===== config.mk =====
export PLATFORM = sky130hd
export DESIGN_NAME = usb_token_rx
export DESIGN_NICKNAME = d
export VERILOG_FILES = /design/src/rtl/usb_token_rx.sv
export SDC_FILE = /design/constraint.sdc
export NUM_CORES = 1
export LEC_CHECK = 0
export CAP_MARGIN = 30
export CORE_MARGIN = 2
export CORE_UTILIZATION = 35
export CTS_CLUSTER_DIAMETER = 120
export CTS_CLUSTER_SIZE = 14
export DETAILED_ROUTE_END_ITERATION = 7
export DONT_BUFFER_PORTS = 1
export PLACE_DENSITY = 0.58
export SLEW_MARGIN = 20
export SYNTH_ARGS = -nofsm -noshare
export SYNTH_HDL_FRONTEND = slang
export SYNTH_SLANG_ARGS = --single-unit

===== constraint.sdc =====
create_clock -name clk -period 6.4 [get_ports clk]
set_input_delay 1.28 -clock clk [delete_from_list [all_inputs] [get_ports clk]]
set_output_delay 1.28 -clock clk [all_outputs]
set_load 0.01 [all_outputs]

===== src/rtl/usb_token_rx.sv =====
// USB token packet receiver: parses PID/byte1/byte2 from a phy byte stream,
// checks CRC5, filters on address/endpoint, and runs a packet-wait timer.
module usb_token_rx #(
    parameter int          TIMER_W    = 16,
    parameter int          ADDR_CHECK = 1,
    parameter logic [15:0] ENDP_MASK  = 16'hFFFF
) (
    input  logic               clk,
    input  logic               rst_n,
    input  logic [6:0]         self_addr,
    input  logic [TIMER_W-1:0] time_threshold,
    input  logic               wait_start,
    input  logic               rx_lp_sop,
    input  logic               rx_lp_eop,
    input  logic               rx_lp_valid,
    input  logic [7:0]         rx_lp_data,
    output logic               rx_lp_ready,
    output logic               rx_pid_en,
    output logic [3:0]         rx_pid,
    output logic [3:0]         rx_endp,
    output logic [6:0]         rx_addr,
    output logic [10:0]        rx_frame,
    output logic               rx_sof,
    output logic               crc5_err,
    output logic               time_out
);

    typedef enum logic [1:0] {
        IDLE  = 2'd0,
        B1    = 2'd1,
        B2    = 2'd2,
        DRAIN = 2'd3
    } state_t;

    localparam logic [3:0]         PID_SOF = 4'b0101;
    localparam logic [TIMER_W-1:0] CNT_MAX = {TIMER_W{1'b1}};
    localparam logic [TIMER_W-1:0] CNT_ONE = {{(TIMER_W-1){1'b0}}, 1'b1};

    function automatic logic pid_valid(input logic [7:0] d);
        logic known;
        known = 1'b0;
        case (d[3:0])
            4'b0001, 4'b1001, 4'b1101, 4'b0101: known = 1'b1;
            default:                            known = 1'b0;
        endcase
        return known && (d[7:4] == ~d[3:0]);
    endfunction

    // Serial CRC5 over 11 data bits then 5 crc bits, LSB-first stream order.
    function automatic logic crc5_ok(input logic [15:0] stream);
        logic [4:0] r;
        logic       fb;
        r = 5'b11111;
        for (int i = 0; i < 16; i++) begin
            fb = r[4] ^ stream[i];
            r  = {r[3:0], 1'b0};
            if (fb) begin
                r = r ^ 5'b00101;
            end
        end
        return r == 5'b01100;
    endfunction

    state_t             state_r, state_s;
    logic [3:0]         pid_r, pid_s;
    logic [7:0]         b1_r, b1_s;
    logic               acc_s, sop_acc_s, accept_s;
    logic [6:0]         tok_addr_s;
    logic [3:0]         tok_endp_s;
    logic               pid_en_s, crc_err_s, sof_s;
    logic [3:0]         pid_out_s, endp_s;
    logic [6:0]         addr_s;
    logic [10:0]        frame_s;
    logic               armed_r, armed_s, to_s;
    logic [TIMER_W-1:0] cnt_r, cnt_s;

    // Ready is simply "out of reset"; there is no backpressure.
    assign rx_lp_ready = rst_n;
    assign acc_s       = rx_lp_valid & rx_lp_ready;
    assign sop_acc_s   = acc_s & rx_lp_sop;
    assign tok_addr_s  = b1_r[6:0];
    assign tok_endp_s  = {rx_lp_data[2:0], b1_r[7]};
    assign accept_s    = (pid_r == PID_SOF) ||
                         (ENDP_MASK[tok_endp_s] &&
                          ((ADDR_CHECK == 0) || (tok_addr_s == self_addr)));

    // Parser next-state and token output decode.
    always_comb begin
        state_s   = state_r;
        pid_s     = pid_r;
        b1_s      = b1_r;
        pid_en_s  = 1'b0;
        crc_err_s = 1'b0;
        pid_out_s = rx_pid;
        addr_s    = rx_addr;
        endp_s    = rx_endp;
        frame_s   = rx_frame;
        sof_s     = rx_sof;
        if (acc_s && rx_lp_sop) begin
            pid_s = rx_lp_data[3:0];
            if (rx_lp_eop) begin
                state_s = IDLE;
            end else if (pid_valid(rx_lp_data)) begin
                state_s = B1;
            end else begin
                state_s = DRAIN;
            end
        end else if (acc_s) begin
            case (state_r)
                IDLE: state_s = IDLE;
                B1: begin
                    if (rx_lp_eop) begin
                        state_s = IDLE;
                    end else begin
                        b1_s    = rx_lp_data;
                        state_s = B2;
                    end
                end
                B2: begin
                    if (rx_lp_eop) begin
                        state_s = IDLE;
                        if (!crc5_ok({rx_lp_data, b1_r})) begin
                            crc_err_s = 1'b1;
                        end else if (accept_s) begin
                            pid_en_s  = 1'b1;
                            pid_out_s = pid_r;
                            addr_s    = tok_addr_s;
                            endp_s    = tok_endp_s;
                            frame_s   = {rx_lp_data[2:0], b1_r};
                            sof_s     = (pid_r == PID_SOF);
                        end else begin
                            pid_en_s = 1'b0;
                        end
                    end else begin
                        state_s = DRAIN;
                    end
                end
                DRAIN: begin
                    if (rx_lp_eop) begin
                        state_s = IDLE;
                    end else begin
                        state_s = DRAIN;
                    end
                end
                default: state_s = IDLE;
            endcase
        end else begin
            state_s = state_r;
        end
    end

    // Packet-wait timer; wait_start takes priority over a same-cycle sop.
    always_comb begin
        armed_s = armed_r;
        cnt_s   = cnt_r;
        if (wait_start) begin
            armed_s = 1'b1;
            cnt_s   = {TIMER_W{1'b0}};
        end else if (sop_acc_s) begin
            armed_s = 1'b0;
        end else if (armed_r && (cnt_r == time_threshold)) begin
            armed_s = 1'b0;
        end else if (armed_r) begin
            if (cnt_r != CNT_MAX) begin
                cnt_s = cnt_r + CNT_ONE;
            end else begin
                cnt_s = cnt_r;
            end
        end else begin
            cnt_s = cnt_r;
        end
        to_s = armed_s && (cnt_s == time_threshold);
    end

    // State, capture and output registers.
    always_ff @(posedge clk or negedge rst_n) begin
        if (!rst_n) begin
            state_r   <= IDLE;
            pid_r     <= 4'd0;
            b1_r      <= 8'd0;
            armed_r   <= 1'b0;
            cnt_r     <= {TIMER_W{1'b0}};
            rx_pid_en <= 1'b0;
            rx_pid    <= 4'd0;
            rx_endp   <= 4'd0;
            rx_addr   <= 7'd0;
            rx_frame  <= 11'd0;
            rx_sof    <= 1'b0;
            crc5_err  <= 1'b0;
            time_out  <= 1'b0;
        end else begin
            state_r   <= state_s;
            pid_r     <= pid_s;
            b1_r      <= b1_s;
            armed_r   <= armed_s;
            cnt_r     <= cnt_s;
            rx_pid_en <= pid_en_s;
            rx_pid    <= pid_out_s;
            rx_endp   <= endp_s;
            rx_addr   <= addr_s;
            rx_frame  <= frame_s;
            rx_sof    <= sof_s;
            crc5_err  <= crc_err_s;
            time_out  <= to_s;
        end
    end

endmodule

==> reports/summary.md <==
The run finished with clean final reports. The logs give 36 for the standard-cell row count and 8408 um for the post-detailed-routing wire length. The number of non-filler instances in the completed layout is 475, and the number of buffers and inverters on the critical path is 0. For this run the aggregate overflow at the end of global routing stands at 0. Synthesis instantiated 55 different standard cells from the library.

The count of buffers from port buffering works out to 0. From synthesis to final layout, the design area changed by 2.914%. The critical path is of the input pin to flip-flop type.

Power spread over the standard cell area amounts to 220.9 nW/um2. The congestion estimate from routability-driven global placement came to 0.9372. The die outline height is 103.7 um. Counting along the longest clock path gives a buffer depth of 2.

Data on the critical path is required at its endpoint by 6.63 ns. Along the worst path, the maximum fanout reaches 18. Setup repair after global routing left no endpoint under its margin. The tools report the count of inserted antenna diode cells as 0. The standard cell area after detailed placement is 3462 um2. The Yosys step of the flow raised 0 warnings. For the max-slew violation total from the final report, the log shows 0. The first global-routing pass estimated 14050 um of wire.

Walking the worst path, the cells encountered are xor2_1 -> nor4_1 -> nand4_1 -> nand3_1 -> mux2i_1 -> nand4_1 -> a211o_1 -> nor4_1. The routed layout has 2636 vias. The worst setup path is launched from an input pin. The synthesized design contains 0 enable-type register cells.

In the final routed layout, each cell accounts on average for 17.70 um. The tools report the type of destination of the critical path as a flip-flop. For the number of setup buffers added after CTS, the log shows 0. TritonCTS built the clock tree. In the routed design, unresolved DRC markers number 0. The worst-case IR drop observed on VDD is 89.32 uV.

The number of nets with antenna violations after routing is 0. For this run, the top clock speed supported by timing is 268.2 MHz. The tools report the combined area of all synthesized cells as 3478 um2. The logs give 50.48% for the tightest slew margin relative to the limit and 1010 for the layout filler cell count.

When the netlist entered floorplanning its net count stood at 403. For the number of setup violations in the final report, the log shows 0. Max-cap violations in this run came to 0. The cell family with the largest share of critical-path delay was simple AND/OR/NAND/NOR gates. The final critical delay including setup and external delays was 3.729 ns; the final net count was 379.

Number of failing hold endpoints at the final stage: 0. The first detailed-routing pass took 4 iterations. The tools report the number of buffers inserted during clock tree synthesis as 5. The initial utilization of the core area, before any placement, comes to 35.75%. The run gives 0 ns as the setup TNS after final layout. Using the TritonRoute via totals, the vias-per-cell ratio works out to 5.549. Entering global routing, the biggest net connects 54 pins. In the synthesized netlist, the number of instances is 365. In this run the worst hold path is classified as flip-flop to flip-flop.

After routing the design area is 3580 um2. The largest stage delay on the critical path was 0.70 ns; the full die area was 10750 um2. The top-level I/O count came out at 68. Global routing consumed, over all layers together, 16.28% of the routing resources. For this run, the register share of the synthesized area comes to 35.97%. The total area inside the core boundary comes to 9729 um2. The first routing iteration left 126 violations.

The clock drives 50 sinks. At the pin with the least slew margin, the transition time is 0.7392 ns. The clock reaches the later pin of the worst-skew pair after 0.33 ns. The initial antenna violation count is 0, and the layout cell share with drive strength beyond 1 is 13.74%. In this run, synthesis produced a sequential element count of 50. The tools report the level count of the clock H-tree as 2.

Buffer cell driving the clock tree root: sky130_fd_sc_hd__clkbuf_8. Clock-pin transition on the worst setup and hold timing paths: 0.11 ns. The slowest stage of the critical path is the sky130_fd_sc_hd__nand4_1 cell. STA puts the critical path data arrival time at 3.96 ns. Summed over all cells, the static leakage comes to 1.524 nW. In this run, post-CTS hold repair placed 0 buffers. For the count of instances resized after the clock tree is built, the log shows 0.

Each instance of the synthesized netlist takes up on average 9.530 um2. The final setup skew is 0.007911 ns. After detailed placement, the design holds a cell count of 467. The final clock period utilization by the worst path was 58.26%. The placed wire-length estimate after detailed placement was 6142 um.

In the synthesized netlist the dominant register cell turns out to be sky130_fd_sc_hd__dfrtp_1. The proportion of synthesized flip-flops having asynchronous set or reset was 100.0%; the die span in x was 103.7 um. The number of global-route vias before repair was 2660.
## final timing paths
path                       cells past startpoint            startpoint                    end  slack, ns
setup / recovery                               8     time_threshold[1]     time_out$_DFF_PN0_       2.67
setup reg to reg                               9    cnt_r[0]$_DFF_PN0_     time_out$_DFF_PN0_       3.11
max in group asynchronous                      0                 rst_n   pid_r[0]$_DFFE_PN0P_       5.68
hold reg to reg                                1  pid_r[2]$_DFFE_PN0P_  rx_pid[2]$_DFFE_PN0P_       0.53
hold / removal                                 1  pid_r[2]$_DFFE_PN0P_  rx_pid[2]$_DFFE_PN0P_       0.53
min in group asynchronous                      0                 rst_n    cnt_r[13]$_DFF_PN0_       0.63
## synth_stat cells (2+ instances only)
| library cell | number | area share, % |
|---|---|---|
| sky130_fd_sc_hd__mux2i_1 | 6 | 1.7 |
| sky130_fd_sc_hd__a221oi_1 | 3 | 0.76 |
| sky130_fd_sc_hd__a32oi_1 | 2 | 0.50 |
| sky130_fd_sc_hd__nand3_1 | 14 | 2.0 |
| sky130_fd_sc_hd__and4_1 | 2 | 0.50 |
| sky130_fd_sc_hd__o211ai_1 | 2 | 0.43 |
| sky130_fd_sc_hd__o2111ai_1 | 2 | 0.50 |
| sky130_fd_sc_hd__nor3_1 | 13 | 1.9 |
| sky130_fd_sc_hd__and3_1 | 5 | 0.90 |
| sky130_fd_sc_hd__a21oi_1 | 6 | 0.86 |
| sky130_fd_sc_hd__o21ai_0 | 6 | 0.86 |
| sky130_fd_sc_hd__nand4_1 | 12 | 2.2 |
| sky130_fd_sc_hd__nor4_2 | 2 | 0.72 |
| sky130_fd_sc_hd__xnor2_1 | 29 | 7.3 |
| sky130_fd_sc_hd__mux2_4 | 9 | 3.9 |
| sky130_fd_sc_hd__nor2b_1 | 3 | 0.54 |
| sky130_fd_sc_hd__dfrtp_1 | 50 | 36 |
| sky130_fd_sc_hd__nor4b_1 | 2 | 0.50 |
| sky130_fd_sc_hd__nand2b_1 | 2 | 0.36 |
| sky130_fd_sc_hd__buf_2 | 10 | 1.4 |
| sky130_fd_sc_hd__or3_1 | 6 | 1.1 |
| sky130_fd_sc_hd__a21boi_0 | 2 | 0.43 |
| sky130_fd_sc_hd__and2_1 | 3 | 0.54 |
| sky130_fd_sc_hd__nand2_1 | 23 | 2.5 |
| sky130_fd_sc_hd__or4_1 | 3 | 0.65 |
| sky130_fd_sc_hd__xor2_1 | 27 | 6.8 |
| sky130_fd_sc_hd__nor4_1 | 12 | 2.2 |
| sky130_fd_sc_hd__inv_1 | 7 | 0.76 |
| sky130_fd_sc_hd__mux2_2 | 22 | 7.1 |
| sky130_fd_sc_hd__o31ai_1 | 3 | 0.65 |
| sky130_fd_sc_hd__clkbuf_1 | 7 | 0.76 |
| sky130_fd_sc_hd__nor2_1 | 34 | 3.7 |
| sky130_fd_sc_hd__o21a_1 | 2 | 0.43 |
| sky130_fd_sc_hd__nor3b_1 | 2 | 0.43 |
| sky130_fd_sc_hd__buf_4 | 12 | 2.6 |
## power by group
part	internal, mW	switching [mW]
clock	0.119	0.125
sequential	0.337	0.0343
combinational	0.0959	0.0793
total	0.552	0.239
## state kept, by name, summed over array words and instances, names as in the netlist, 2 cells and up
name and flops:
b1_r 8, cnt_r 16, pid_r 4, rx_addr 6, rx_endp 3, rx_frame 2, rx_pid 4, state_r 2
## logic make-up after synthesis
kind of cell,count (synthesis),synth area share (%)
flops,50,35.97
fa+ha+maj,1,0.3597
xor+xnor,56,14.10
compound gates,38,8.274
simple gates,145,22.55
mux,37,12.73
buf+inv,38,6.007
## cells in the final DEF, fill, tap and decap left out, types with 7 or more instances in the layout
master and n:
sky130_fd_sc_hd__dfrtp_1 50, sky130_fd_sc_hd__inv_1 7, sky130_fd_sc_hd__mux2_2 22, sky130_fd_sc_hd__mux2_4 9
sky130_fd_sc_hd__nand2_1 23, sky130_fd_sc_hd__nand3_1 14, sky130_fd_sc_hd__nand4_1 12, sky130_fd_sc_hd__nor2_1 34
sky130_fd_sc_hd__nor3_1 13, sky130_fd_sc_hd__nor4_1 12, sky130_fd_sc_hd__xnor2_1 29, sky130_fd_sc_hd__xor2_1 27
## cell type report
class | count | area (um2) | share of cell area (%)
Multi-Input combinational cell | 277 | 2018 | 56.38
Clock buffer | 5 | 68.82 | 1.922
Sequential cell | 50 | 1251 | 34.95
Inverter | 7 | 26.28 | 0.7340
Tap cell | 133 | 166.4 | 4.649
Clock inverter | 3 | 48.80 | 1.363
## worst reg2reg max path, cell delays in order (launching register included)
cell and delay, ns:
sky130_fd_sc_hd__dfrtp_1 0.60, sky130_fd_sc_hd__ha_1 0.31, sky130_fd_sc_hd__nand4_1 0.29, sky130_fd_sc_hd__or4_1 0.60, sky130_fd_sc_hd__nand2_1 0.20, sky130_fd_sc_hd__or3_1 0.15, sky130_fd_sc_hd__mux2_2 0.35, sky130_fd_sc_hd__xor2_1 0.15
sky130_fd_sc_hd__a211o_1 0.27, sky130_fd_sc_hd__nor4_1 0.28
## layer usage
layer  vias to the layer above  routed length, um  track usage [%]
li1                       1251                  -                -
met1                      1286               3678            21.28
met2                        85               3938            25.59
met3                        14                613            4.531
met4                         0                177            6.371
met5                         -                  0                0
## stage by stage
step	total power, mW	setup WS [ns]	util (%)	hold WS, ns
finish	0.7909	2.671	36.79	0.5323
CTS	0.8029	2.715	36.79	0.5396
detailed placement	0.5539	2.374	35.58	0.5093
floorplan	0.5262	3.158	-	0.4715
global placement	0.5488	2.445	35.58	0.4954
global route	0.8329	2.442	36.79	0.5502
(Power assumes the default switching activity.)
